`src/rtl/cameralink_frame_capture.sv`:
```
// Multi-tap CameraLink capture back end: qualifies pixels, checks geometry, buffers beats into a FWFT FIFO.
// Optional CAMLINK_CAPTURE_STATS_EN adds frame_total / drop_total statistics outputs.
module cameralink_frame_capture #(
  parameter int TAPS        = 3,
  parameter int PIXEL_WIDTH = 8,
  parameter int FIFO_DEPTH  = 16,
  parameter int EXP_PIXELS  = 0,
  parameter int EXP_LINES   = 0
) (
  input  logic                        clock,
  input  logic                        reset_n,
  input  logic                        enable,
  input  logic                        FVV,
  input  logic                        LVV,
  input  logic                        VCE,
  input  logic [TAPS*PIXEL_WIDTH-1:0] pix_data,
  output logic [TAPS*PIXEL_WIDTH-1:0] out_data,
  output logic                        out_sof,
  output logic                        out_eol,
  output logic                        out_valid,
  input  logic                        out_ready,
  output logic                        frame_done,
  output logic [15:0]                 line_count,
  output logic [15:0]                 pixel_count,
  output logic                        err_overflow,
  output logic                        err_geometry,
  input  logic                        err_clear,
`ifdef CAMLINK_CAPTURE_STATS_EN
  output logic [31:0]                 frame_total,
  output logic [31:0]                 drop_total,
`endif
  output logic [1:0]                  o_dbg_state
);

  localparam int DW = TAPS * PIXEL_WIDTH;
  localparam int EW = DW + 2;
  localparam int AW = $clog2(FIFO_DEPTH);
  localparam logic [15:0] EXP_P = 16'(EXP_PIXELS);
  localparam logic [15:0] EXP_L = 16'(EXP_LINES);

  typedef enum logic [1:0] {
    WAIT_FRAME = 2'd0,
    IN_FRAME   = 2'd1,
    DROP       = 2'd2
  } state_t;

  // Output handshake: a beat transfers on any rising edge where out_valid & out_ready;
  // out_data/out_sof/out_eol are stable while out_valid is high and out_ready is low.

  state_t        r_state;
  state_t        w_next;
  logic          r_fvv_prev;
  logic          r_hold_valid;
  logic          r_hold_sof;
  logic [DW-1:0] r_hold_data;
  logic          r_sof_pend;
  logic [15:0]   r_beat_cnt;
  logic [15:0]   r_line_cnt;
  logic [15:0]   r_line_count;
  logic [15:0]   r_pixel_count;
  logic          r_frame_done;
  logic          r_err_ovf;
  logic          r_err_geom;
  logic [AW:0]   r_wptr;
  logic [AW:0]   r_rptr;
  logic [EW-1:0] r_mem [FIFO_DEPTH];

  logic          w_in_frame;
  logic          w_beat;
  logic          w_frame_start;
  logic          w_capture;
  logic          w_count;
  logic          w_frame_end;
  logic          w_line_close;
  logic          w_push;
  logic          w_push_eol;
  logic          w_empty;
  logic          w_full;
  logic          w_pop;
  logic          w_overflow;
  logic          w_write;
  logic          w_geom_err;
  logic [15:0]   w_beat_inc;
  logic [15:0]   w_line_next;
  logic [EW-1:0] w_rd;

  assign w_in_frame    = (r_state != WAIT_FRAME);
  assign w_beat        = FVV & LVV & VCE;
  // r_fvv_prev resets high so FVV already high out of reset is not taken as a rising edge.
  assign w_frame_start = (r_state == WAIT_FRAME) & FVV & ~r_fvv_prev & enable;
  assign w_capture     = w_beat & ((r_state == IN_FRAME) | w_frame_start);
  assign w_count       = w_beat & (w_in_frame | w_frame_start);
  assign w_frame_end   = w_in_frame & ~FVV;
  assign w_line_close  = w_in_frame & ~(FVV & LVV) & (r_beat_cnt != 16'd0);

  // The hold stage only holds a beat while IN_FRAME; the next beat or end of line/frame releases it.
  assign w_push      = r_hold_valid & (w_capture | ~(FVV & LVV));
  assign w_push_eol  = ~w_capture;

  assign w_empty    = (r_wptr == r_rptr);
  assign w_full     = (r_wptr[AW] != r_rptr[AW]) && (r_wptr[AW-1:0] == r_rptr[AW-1:0]);
  assign w_pop      = ~w_empty & out_ready;
  assign w_overflow = w_push & w_full & ~w_pop;
  assign w_write    = w_push & ~w_overflow;

  assign w_beat_inc  = (r_beat_cnt == 16'hFFFF) ? r_beat_cnt : r_beat_cnt + 16'd1;
  assign w_line_next = (w_line_close && (r_line_cnt != 16'hFFFF)) ? r_line_cnt + 16'd1 : r_line_cnt;
  assign w_geom_err  = ((EXP_PIXELS != 0) && w_line_close && (r_beat_cnt != EXP_P)) ||
                       ((EXP_LINES != 0) && w_frame_end && (w_line_next != EXP_L));

  always_comb begin
    w_next = r_state;
    case (r_state)
      WAIT_FRAME: if (w_frame_start) w_next = IN_FRAME;
      IN_FRAME: begin
        if (!FVV)            w_next = WAIT_FRAME;
        else if (w_overflow) w_next = DROP;
      end
      DROP:       if (!FVV) w_next = WAIT_FRAME;
      default:    w_next = WAIT_FRAME;
    endcase
  end

  always_ff @(posedge clock or negedge reset_n) begin
    if (!reset_n) begin
      r_state    <= WAIT_FRAME;
      r_fvv_prev <= 1'b1;
    end else begin
      r_state    <= w_next;
      r_fvv_prev <= FVV;
    end
  end

  always_ff @(posedge clock or negedge reset_n) begin
    if (!reset_n) begin
      r_hold_valid <= 1'b0;
      r_hold_sof   <= 1'b0;
      r_hold_data  <= '0;
      r_sof_pend   <= 1'b0;
    end else begin
      if (w_overflow) begin
        r_hold_valid <= 1'b0;
      end else if (w_capture) begin
        r_hold_valid <= 1'b1;
        r_hold_sof   <= w_frame_start | r_sof_pend;
        r_hold_data  <= pix_data;
      end else if (w_push) begin
        r_hold_valid <= 1'b0;
      end
      if (w_capture || w_frame_end) r_sof_pend <= 1'b0;
      else if (w_frame_start)       r_sof_pend <= 1'b1;
    end
  end

  // Geometry is measured for every accepted frame, including frames that fell into DROP.
  always_ff @(posedge clock or negedge reset_n) begin
    if (!reset_n) begin
      r_beat_cnt    <= '0;
      r_line_cnt    <= '0;
      r_line_count  <= '0;
      r_pixel_count <= '0;
      r_frame_done  <= 1'b0;
      r_err_ovf     <= 1'b0;
      r_err_geom    <= 1'b0;
    end else begin
      if (w_line_close) begin
        r_beat_cnt    <= '0;
        r_pixel_count <= r_beat_cnt;
      end else if (w_count) begin
        r_beat_cnt <= w_beat_inc;
      end
      if (w_frame_end) begin
        r_line_cnt   <= '0;
        r_line_count <= w_line_next;
      end else begin
        r_line_cnt <= w_line_next;
      end
      r_frame_done <= w_frame_end;
      r_err_ovf    <= (r_err_ovf & ~err_clear) | w_overflow;
      r_err_geom   <= (r_err_geom & ~err_clear) | w_geom_err;
    end
  end

  always_ff @(posedge clock or negedge reset_n) begin
    if (!reset_n) begin
      r_wptr <= '0;
      r_rptr <= '0;
    end else begin
      if (w_write) r_wptr <= r_wptr + (AW+1)'(1);
      if (w_pop)   r_rptr <= r_rptr + (AW+1)'(1);
    end
  end

  // Storage needs no reset: empty pointers mask whatever it holds.
  always_ff @(posedge clock) begin
    if (w_write) r_mem[r_wptr[AW-1:0]] <= {r_hold_sof, w_push_eol, r_hold_data};
  end

  assign w_rd         = r_mem[r_rptr[AW-1:0]];
  assign out_valid    = ~w_empty;
  assign out_data     = w_empty ? '0 : w_rd[DW-1:0];
  assign out_eol      = ~w_empty & w_rd[DW];
  assign out_sof      = ~w_empty & w_rd[DW+1];
  assign frame_done   = r_frame_done;
  assign line_count   = r_line_count;
  assign pixel_count  = r_pixel_count;
  assign err_overflow = r_err_ovf;
  assign err_geometry = r_err_geom;
  assign o_dbg_state  = r_state;

`ifdef CAMLINK_CAPTURE_STATS_EN
  logic [31:0] r_frame_total;
  logic [31:0] r_drop_total;
  logic [1:0]  w_drop_n;

  // An overflow loses the held beat, plus the incoming beat if one arrived that cycle.
  assign w_drop_n = {1'b0, w_overflow} + {1'b0, w_overflow & w_capture} +
                    {1'b0, (r_state == DROP) & w_beat};

  always_ff @(posedge clock or negedge reset_n) begin
    if (!reset_n) begin
      r_frame_total <= '0;
      r_drop_total  <= '0;
    end else begin
      if (w_frame_end) r_frame_total <= r_frame_total + 32'd1;
      if (r_drop_total > (32'hFFFF_FFFF - 32'(w_drop_n))) r_drop_total <= 32'hFFFF_FFFF;
      else                                                  r_drop_total <= r_drop_total + 32'(w_drop_n);
    end
  end

  assign frame_total = r_frame_total;
  assign drop_total  = r_drop_total;
`endif

endmodule
```
`config.mk`:
```
export PLATFORM = sky130hd
export DESIGN_NAME = cameralink_frame_capture
export DESIGN_NICKNAME = d
export VERILOG_FILES = /design/src/rtl/cameralink_frame_capture.sv
export SDC_FILE = /design/constraint.sdc
export NUM_CORES = 1
export LEC_CHECK = 0
export ABC_AREA = 1
export CAP_MARGIN = 20
export CELL_PAD_IN_SITES_DETAIL_PLACEMENT = 1
export CELL_PAD_IN_SITES_GLOBAL_PLACEMENT = 1
export CORE_MARGIN = 5
export CORE_UTILIZATION = 49
export DETAILED_ROUTE_END_ITERATION = 12
export HOLD_SLACK_MARGIN = 0.15
export PLACE_DENSITY = 0.78
export SETUP_SLACK_MARGIN = 0.05
export SLEW_MARGIN = 25
export SYNTH_ARGS = -nofsm -noshare
export SYNTH_HDL_FRONTEND = slang
export SYNTH_SLANG_ARGS = --single-unit
export TNS_END_PERCENT = 10
```
`constraint.sdc`:
```
create_clock -name clock -period 8.4 [get_ports clock]
set_input_delay 1.68 -clock clock [delete_from_list [all_inputs] [get_ports clock]]
set_output_delay 1.68 -clock clock [all_outputs]
set_load 0.05 [all_outputs]
```
==> impl_results.md <==
* Status: complete, no violations
* Sw Pwr at 3690 uW
* Worst Tran Pin Value at 1.13 ns
* Crit path DAT at ~4.3 ns
* GRT Overall Usage at 0.251
* Synth area leaders: edfxtp_1, dfrtp_1, nor2_1, o21ai_0, nand2_1
* Post-CTS setup buffers at 0
* CP Class: reg2out
* Vias/cell at 5.78
* Tmin final at 5.97 ns
* Post-CTS Hold Buffers at 0
* Mapped Area at 21900 um2
* Worst endpoint required time at 6.72 ns
* Critical path peak fanout at a little under 90
* Die X-Extent at between 200 and 250 um
* Largest net degree at the start of global routing at 210
* Yosys reg bits at 523
* Die height at roughly 220 um
* Clock latency on the worst-skew pair at 0.60 ns
* Nets at 2114
* Setup WS post-layout at between 2 and 2.5 ns
* Clock tree buffer depth at 3
* Critical path launch point: r_rptr[1]$_DFFE_PN0P_
* DRT Wirelength at 62.9 mm
* Worst IR Drop VDD at 0.000247 V
* Post-synthesis compound-gate area fraction at 0.0931
* Mean area per synthesized cell at approximately 11 um2
* Clock tree sinks at between 500 and 600
* Pint at between 5000 and 6000 uW
* Mux share of post-synthesis cell area at 0
* Crit end category: primary output
* WHS Path Cells at 2
* Min-delay worst type: reg2reg
* CTS tree: built
* Initial Utilization at 0.495
* Combinational family with the most area after synthesis: simple AND/OR/NAND/NOR gates
* Residual DRC at 0
* # resized after CTS at 0
* Core ar. at 44200 um2
* Reg2reg start: r_rptr[0]$_DFFE_PN0P_
* Combinational share of power at 0.352
* Die area at 49000 um2
* Number of fill cells at between 4000 and 5000
* Slew Viols, Final at 0
* XOR/XNOR share of the synthesized area at 0.00999
* Initial DRT Pass Iterations at 5
* CTS root buf: clkbuf_16
* Io pins at 96
* Initial antenna violation count at 1
* Setup TNS at 0 ns
* Clock Power Share at 0.271
* DP HPWL at around 36 mm
* Yosys top cell area share at 0.570
* Skew final at 0.0171 ns
* DRT iter0 DRCs at roughly 1400
* Max Cap Viol at 0
* Hold path start: pixel_count[11]$_DFFE_PN0P_
* Final Hold Fails at 0
* Syn-to-layout area delta at 15.5%
* GR Overflow Total at 0
* First-pass GRT wire length at 97.2 mm
* Final core occ at 0.573
* Htree depth at 2
* Post-synth ARST share at 0.205
* Syn Inst Count at between 2000 and 2500
* Post-synth EDFFs at roughly 420
* Switching Share at 0.398
* Leakage power at 0.00924 uW
* Total CTS buffers at 54
* Place WS at 2.90 ns
* Warnings from Yosys at 0
* Endpoints failing setup at 0
* Most frequent cells in the layout: edfxtp_1, nor2_1, nand2_1, o21ai_0, nand3_1
* Rows at 77
* Layout cell share with drive strength beyond 1 at 0.0685
* Post-route ant nets at 0
* IO buf count at 95
* Via count at 15700
* Primary FF master, synth: edfxtp_1
* CTS clock-pin slew for the worst setup and hold paths at 0.06 ns
* Startpoint Class: register
* Syn Nets at between 2000 and 2500
* Cell variety after synth at 35
* Vias in the first global route at around 17000
* Final worst path period share at 0.711
* Reg power frac at 0.377
* Ant. Diodes at 0
* Area share of fa/ha/maj cells after synthesis at 0.00457
* PD cells at 366 nW/um2
* Post-synthesis sequential area ratio at 0.692
* RD Place Congestion at 0.826
* Area leader, netlist: edfxtp_1
* Unrepaired setup endpoints after global routing: false
* Wire length per cell at roughly 23 um
* Simple-Gate Fraction of Synth Area at 0.161
* Fmax at 0.168 GHz
* Commonest non-fill, non-tap cell in the layout: edfxtp_1
* Pwr Total at 9270 uW
* Reg2reg path depth at 10
* Slew HR at 0.249
metal layers:
metal / vias up / part of all wire / global-route usage
met3: 118 / 0.058 / 0.0402
li1: 7056 / - / -
met5: - / 0 / 0
met4: 0 / 0.029 / 0.0801
met1: 7962 / 0.41 / 0.333
met2: 537 / 0.50 / 0.429
registers in the layout, indices dropped and copies added (netlist names), 2 cells and up:
signal       flops
pixel_count     16
r_line_cnt      16
r_rptr           5
r_mem          416
o_dbg_state      2
r_hold_data     24
r_wptr           5
line_count      16
r_beat_cnt      16
Yosys cell counts, types with 8 or more instances:
| library cell | number |
|---|---|
| o211ai_1 | 52 |
| buf_1 | 8 |
| nand4_1 | 11 |
| nand2_1 | 342 |
| o21ai_1 | 31 |
| nor3_1 | 8 |
| nor2_1 | 384 |
| nand3_1 | 110 |
| xor2_1 | 21 |
| a21oi_1 | 28 |
| buf_4 | 11 |
| dfrtp_1 | 106 |
| ha_1 | 8 |
| edfxtp_1 | 416 |
| inv_1 | 83 |
| clkbuf_1 | 42 |
| buf_2 | 41 |
| o21ai_0 | 266 |
path summary, 6_finish.rpt:
| kind | endpoint | slack [ns] |
|---|---|---|
| hold / removal | pixel_count[11]$_DFFE_PN0P_ | 0.49 |
| setup / recovery | out_data[3] | 2.43 |
| min in group asynchronous | r_line_cnt[7]$_DFF_PN0_ | 1.10 |
| hold reg to reg | pixel_count[11]$_DFFE_PN0P_ | 0.49 |
| max in group asynchronous | err_overflow$_DFF_PN0_ | 6.03 |
| setup reg to reg | r_mem[5][23]$_DFFE_PP_ | 4.45 |
worst max-delay path, stage by stage (launching register included):
cell             delay (ns)
dfrtp_4                0.97
buf_4                  0.82
o21ai_0                0.25
o211ai_1               0.27
nand3_1                0.11
a21oi_1                0.30
clkdlybuf4s50_1        0.88
power groups by stage:
stage               clock network (uW)  registers, uW  logic, uW
global placement                     0           3510       3090
finish                            2510           3490       3260
floorplan                            0           3520       2070
CTS                               2550           3480       3260
global route                      2670           3530       3520
detailed placement                   0           3530       3200
logic make-up (layout without fill, tap and decap cells):
kind of cell             after synthesis  after routing
flip-flops                           523            523
AND/OR/NAND/NOR                      871            871
buffers and inverters                197            311
XOR/XNOR                              25             25
AO/OA/AOI/OAI                        380            380
adder cells (fa/ha/maj)                8              8
metrics by stage:
step / hold WS [ns] / area (um2) / cells
after floorplan: 0.486 / 21900 / 2004
after global placement: 0.465 / 23400 / 2608
after detailed placement: 0.470 / 23400 / 2608
after CTS: 0.493 / 25300 / 2708
after global routing: 0.517 / 25300 / 2710
final: 0.486 / 25300 / 2710
area by class of cell:
class	count	area, um2	area share
clock inverters	35	418	0.0165
inverters	91	344	0.0136
multi-input cells	1284	6010	0.237
well taps	592	741	0.0293
clock buffers	65	1430	0.0566
flip-flops and latches	523	15200	0.600
repair buffers	120	1190	0.0471
Note: power is estimated with default switching activity, not from simulation.
